--- src/rtl/e8_resp_compactor.sv ---
// Response compactor for the e8 controller: Galois MISR signature plus sample counter over a
// start/stop window, result handed off via sig_valid/sig_ack. Optional macro: ZERO_CNT_EN.
module e8_resp_compactor #(
  parameter int unsigned      WIDTH       = 20,
  parameter int unsigned      CNT_W       = 16,
  parameter logic [WIDTH-1:0] POLY        = 20'h00009,
  parameter logic [WIDTH-1:0] SEED        = 20'h00000,
  parameter int unsigned      MAX_SAMPLES = 0
) (
  input  logic             clk,
  input  logic             rst,
  input  logic [WIDTH-1:0] y_in,
  input  logic             start,
  input  logic             stop,
  input  logic             smp_en,
  input  logic             sig_ack,
  output logic             busy,
  output logic             sig_valid,
  output logic [WIDTH-1:0] signature,
  output logic [CNT_W-1:0] smp_cnt,
  output logic             cnt_ovf
`ifdef ZERO_CNT_EN
  ,
  output logic [CNT_W-1:0] zero_cnt
`endif
);

  typedef enum logic [1:0] {StIdle, StRun, StDone} state_e;

  state_e             state_q, state_d;
  logic [WIDTH-1:0]   sig_q, sig_d;
  logic [CNT_W-1:0]   cnt_q, cnt_d;
  logic               ovf_q, ovf_d;
  logic               busy_q, busy_d;
  logic               valid_q, valid_d;
  logic [WIDTH-1:0]   misr_next;
  logic [CNT_W-1:0]   cnt_inc;
  logic               cnt_sat;
  logic               max_hit;
`ifdef ZERO_CNT_EN
  logic [CNT_W-1:0]   zcnt_q, zcnt_d;
`endif

  assign misr_next = {sig_q[WIDTH-2:0], 1'b0} ^ (sig_q[WIDTH-1] ? POLY : '0) ^ y_in;
  assign cnt_sat   = &cnt_q;
  assign cnt_inc   = cnt_sat ? cnt_q : cnt_q + 1'b1;
  assign max_hit   = (MAX_SAMPLES != 0) && (cnt_inc == CNT_W'(MAX_SAMPLES));

  always_comb begin
    state_d = state_q;
    sig_d   = sig_q;
    cnt_d   = cnt_q;
    ovf_d   = ovf_q;
`ifdef ZERO_CNT_EN
    zcnt_d  = zcnt_q;
`endif
    unique case (state_q)
      StIdle: begin
        if (start) begin
          state_d = StRun;
          sig_d   = SEED;
          cnt_d   = '0;
          ovf_d   = 1'b0;
`ifdef ZERO_CNT_EN
          zcnt_d  = '0;
`endif
        end
      end
      StRun: begin
        // start outranks stop and any pending sample
        if (start) begin
          sig_d   = SEED;
          cnt_d   = '0;
          ovf_d   = 1'b0;
`ifdef ZERO_CNT_EN
          zcnt_d  = '0;
`endif
        end else if (smp_en) begin
          sig_d = misr_next;
          cnt_d = cnt_inc;
          if (cnt_sat) ovf_d = 1'b1;
`ifdef ZERO_CNT_EN
          if (y_in == '0 && !(&zcnt_q)) zcnt_d = zcnt_q + 1'b1;
`endif
          if (stop || max_hit) state_d = StDone;
        end else if (stop) begin
          state_d = StDone;
        end
      end
      StDone: begin
        if (sig_ack) state_d = StIdle;
      end
      default: state_d = StIdle;
    endcase
    busy_d  = (state_d == StRun);
    valid_d = (state_d == StDone);
  end

  always_ff @(posedge clk or posedge rst) begin
    if (rst) begin
      state_q <= StIdle;
      sig_q   <= SEED;
      cnt_q   <= '0;
      ovf_q   <= 1'b0;
      busy_q  <= 1'b0;
      valid_q <= 1'b0;
`ifdef ZERO_CNT_EN
      zcnt_q  <= '0;
`endif
    end else begin
      state_q <= state_d;
      sig_q   <= sig_d;
      cnt_q   <= cnt_d;
      ovf_q   <= ovf_d;
      busy_q  <= busy_d;
      valid_q <= valid_d;
`ifdef ZERO_CNT_EN
      zcnt_q  <= zcnt_d;
`endif
    end
  end

  assign busy      = busy_q;
  assign sig_valid = valid_q;
  assign signature = sig_q;
  assign smp_cnt   = cnt_q;
  assign cnt_ovf   = ovf_q;
`ifdef ZERO_CNT_EN
  assign zero_cnt  = zcnt_q;
`endif

endmodule

--- config.mk ---
export PLATFORM = sky130hd
export DESIGN_NAME = e8_resp_compactor
export DESIGN_NICKNAME = d
export VERILOG_FILES = /design/src/rtl/e8_resp_compactor.sv
export SDC_FILE = /design/constraint.sdc
export NUM_CORES = 1
export LEC_CHECK = 0
export ABC_AREA = 0
export ABC_CLOCK_PERIOD_IN_PS = 1900
export CAP_MARGIN = 20
export CORE_MARGIN = 1.5
export CORE_UTILIZATION = 46
export DETAILED_ROUTE_END_ITERATION = 6
export PLACE_DENSITY = 0.92
export REMOVE_ABC_BUFFERS = 1
export SKIP_LAST_GASP = 1
export SYNTH_ARGS = -nofsm -noshare
export SYNTH_HDL_FRONTEND = slang
export SYNTH_SLANG_ARGS = --single-unit
--- constraint.sdc ---
create_clock -name clk -period 1.9 [get_ports clk]
set_input_delay 0.38 -clock clk [delete_from_list [all_inputs] [get_ports clk]]
set_output_delay 0.38 -clock clk [all_outputs]
set_load 0.005 [all_outputs]
==> summary.txt <==
Setup path
  • Reg-to-reg setup timing slack: 80 ps
  • CP endpoint kind: flop
  • CP Max Fanout: 10
  • Worst Path Required: around 2100 ps
  • Levels on crit path: 7
  • CP max stage cell: or3_4
  • CP startpoint kind: flop
  • Setup CP Type: flop to flop
  • WP buf/inv: 1
  • Critical Path Start: smp_cnt[0]$_DFFE_PP0P_
  • Worst-case reg-to-reg path depth: 7
  • Top delay family on crit path: simple AND/OR/NAND/NOR gates
  • FF-to-FF Start: smp_cnt[0]$_DFFE_PP0P_
  • Slowest stage delay, CP: 400 ps
  • Cell Chain, Critical Path: ha_1 > nand3_2 > or3_4 > o31ai_4 > buf_12 > o21ai_1 > o31ai_2
  • Worst reg2reg path endpoint: smp_cnt[5]$_DFFE_PP0P_
  • Critical path endpoint: smp_cnt[5]$_DFFE_PP0P_
  • Worst EP arrival: 2010 ps

Clock network
  • Cts hold-fix bufs: 0
  • Worst skew pair latency: 300 ps
  • Clk buf depth: 2
  • Post-CTS setup buffers: 0
  • Num Clock Sinks: 41
  • Number of H-tree levels: 2
  • Worst-path clk slew: 80 ps
  • TritonCTS Buffers: 5
  • Root buffer cell: clkbuf_8
  • CTS tree: yes

Drt
  • Via density: 5.71
  • Antenna Nets Post-Route: 0
  • DRC: 0
  • WL final: 5760 um
  • WL per Instance: between 15 and 20 um
  • Via count: 2015
  • DRT Pass-1 Iters: 4
  • Drt initial violations: 145

Logic synthesis
  • Synth top cells by count: dfrtp_1 (41), nand2_1 (30), o21ai_0 (27)
  • Synthesized area: just over 0.002 mm^2
  • Synth cell types: 38
  • Syn avg cell area: 9.68 um^2
  • #FFs+latches synth: 41
  • Top cell type's share of synthesized area: 0.505
  • Sequential share of the synthesized area: 0.505
  • Top_reg_cell synth: dfrtp_1
  • Post-synth ARST share: 1.00
  • Number of synthesis warnings: 0
  • Yosys top cell by area: dfrtp_1
  • Post-synth EDFFs: 0
  • Mapped Cells: 210
  • Synth top area cells: dfrtp_1 (50%), xnor2_1 (8.6%), o21ai_0 (6.6%), nand2_1 (5.5%), a31oi_1 (2.8%)
  • Count leader, synth: dfrtp_1

Floorplan
  • Row cnt: 23
  • Die Y: 69.5 um
  • Starting density of the core: 0.494
  • Core Region: 0.00412 mm^2
  • IO Count: 65
  • Die width: about 70 um
  • DIE AREA: 0.00483 mm^2

Global routing
  • First-pass GRT wire length: 9830 um
  • Grt total ovfl: 0
  • Initial antenna violation count: 0
  • Total Routing Usage GR: 0.252
  • Largest net degree at the start of global routing: 42
  • Vias in the first global route: 2031

Power
  • Total power: 0.00232 W
  • Power density over the cells: 749 mW/mm^2
  • Pleak: 1.31 nW
  • Max rail drop VDD: between 0.4 and 0.5 mV

Layout
  • # diodes: 0
  • Nets: 329
  • Fill count: roughly 280
  • Finished Layout Cells: about 350
  • Synthesis-to-finish area growth: 52.4%
  • Layout cells sized above 1: 0.162

Hold path
  • Hold crit path type: input port to async pin

STA
  • Worst hold slack: 511 ps
  • Slew Limit Fails: 0
  • Rel. slew slack: 0.656
  • Sum of negative setup slack: 0 ps
  • Final setup fails: 0
  • F_max: between 500 and 600 MHz
  • Min cycle time layout: between 1500 and 2000 ps
  • PnR worst setup slack: 83.4 ps
  • Skew final: 7.97 ps
  • Worst-Margin Slew: 516 ps
  • Fin. Hold Viols: 0
  • Period utilization: 0.956
  • RSZ-0062 raised after global routing: false

Place
  • Routability Congestion: 0.906
  • Placed cell count: 345
  • Pre-CTS WS: -222 ps
  • Dpl hpwl: 4150 um
  • Port-buffer cells: 64

Job
  • Number of max-cap violations: 0

Run status
  • Status: finished clean
-- logic make-up after synthesis --
family                     Yosys count  share of synthesized area
buffers and inverters               11                     0.0203
xor gates and xnor gates            21                     0.0905
and+or+nand+nor                     73                      0.186
muxes                                1                    0.00492
DFF                                 41                      0.505
adders and majority gates            1                    0.00615
AOI/OAI and AO/OA                   62                      0.188
-- worst reg2reg max path: stages, from the launching register on --
cell and delay (ps):
dfrtp_1 370, ha_1 210, nand3_2 140, or3_4 400
o31ai_4 280, buf_12 170, o21ai_1 90, o31ai_2 70
-- final cells by class --
class                      count  area [um^2]  share of cell area
sequential                    41         1030               0.332
timing repair buffer          91          868               0.280
multi-input combinational    158          983               0.317
tap                           50         62.6              0.0202
inverter                       5         18.8             0.00606
clock buffer                   5         68.8              0.0222
clock inverter                 3         68.8              0.0222
-- where the power goes --
part           switching [W]  internal [W]  leakage (nW)
sequential         0.0000578      0.000933         0.554
combinational       0.000205      0.000282         0.684
clock               0.000315      0.000529        0.0687
total               0.000578       0.00174          1.31
-- state kept, by name, summed over array words and instances, names as in the netlist --
name	flops
cnt_ovf	1
state_q	2
signature	20
sig_valid	1
smp_cnt	16
busy	1
-- worst min path at each step --
stage | from | endpoint | slack, ps | depth (start not counted)
2_1_floorplan | start | cnt_ovf$_DFFE_PP0P_ | 470 | 1
3_3_place_gp | signature[4]$_DFFE_PP0P_ | signature[4]$_DFFE_PP0P_ | 510 | 2
3_5_place_dp | signature[15]$_DFFE_PP0P_ | signature[15]$_DFFE_PP0P_ | 520 | 2
4_1_cts | rst | signature[7]$_DFFE_PP0P_ | 530 | 3
5_1_grt | rst | smp_cnt[8]$_DFFE_PP0P_ | 560 | 3
6_report | rst | signature[12]$_DFFE_PP0P_ | 510 | 3
-- metal layers --
metal,GRT usage,vias to the layer above,wire (um)
li1,-,940,-
met1,0.336,972,2430
met2,0.410,92,2820
met3,0.0480,11,408
met4,0.0893,0,93
met5,0,-,0
-- through the flow --
step,util,area (um^2)
after global placement,0.715,2940
after CTS,0.749,3080
final,0.753,3100
after global routing,0.753,3100
after detailed placement,0.715,2940
after floorplan,-,2010
-- what timing repair did --
item	CTS	global route
hold endpoints to repair	0	0
endpoints found under the setup margin	1	6
resized for setup	1	5
-- placed cells by master, fill, tap and decap left out, types with 2 or more instances in the layout --
cell	netlist	routed
or2_2	2	2
o32ai_1	2	2
clkdlybuf4s50_1	0	64
buf_4	0	25
o41ai_1	2	2
nand3_1	8	7
o21ai_1	5	5
xnor2_1	20	20
o21ai_0	27	27
and2_1	2	2
a221o_1	2	2
dfrtp_1	41	39
nor2_1	12	12
o31ai_2	0	2
nand4_1	3	3
a31oi_1	9	9
a21oi_1	8	8
inv_1	5	5
clkbuf_8	0	5
and3_1	5	5
buf_12	0	2
bufinv_16	0	2
dfrtp_2	0	2
nand2_1	30	30
No activity file was read; power rests on OpenSTA's default activity.
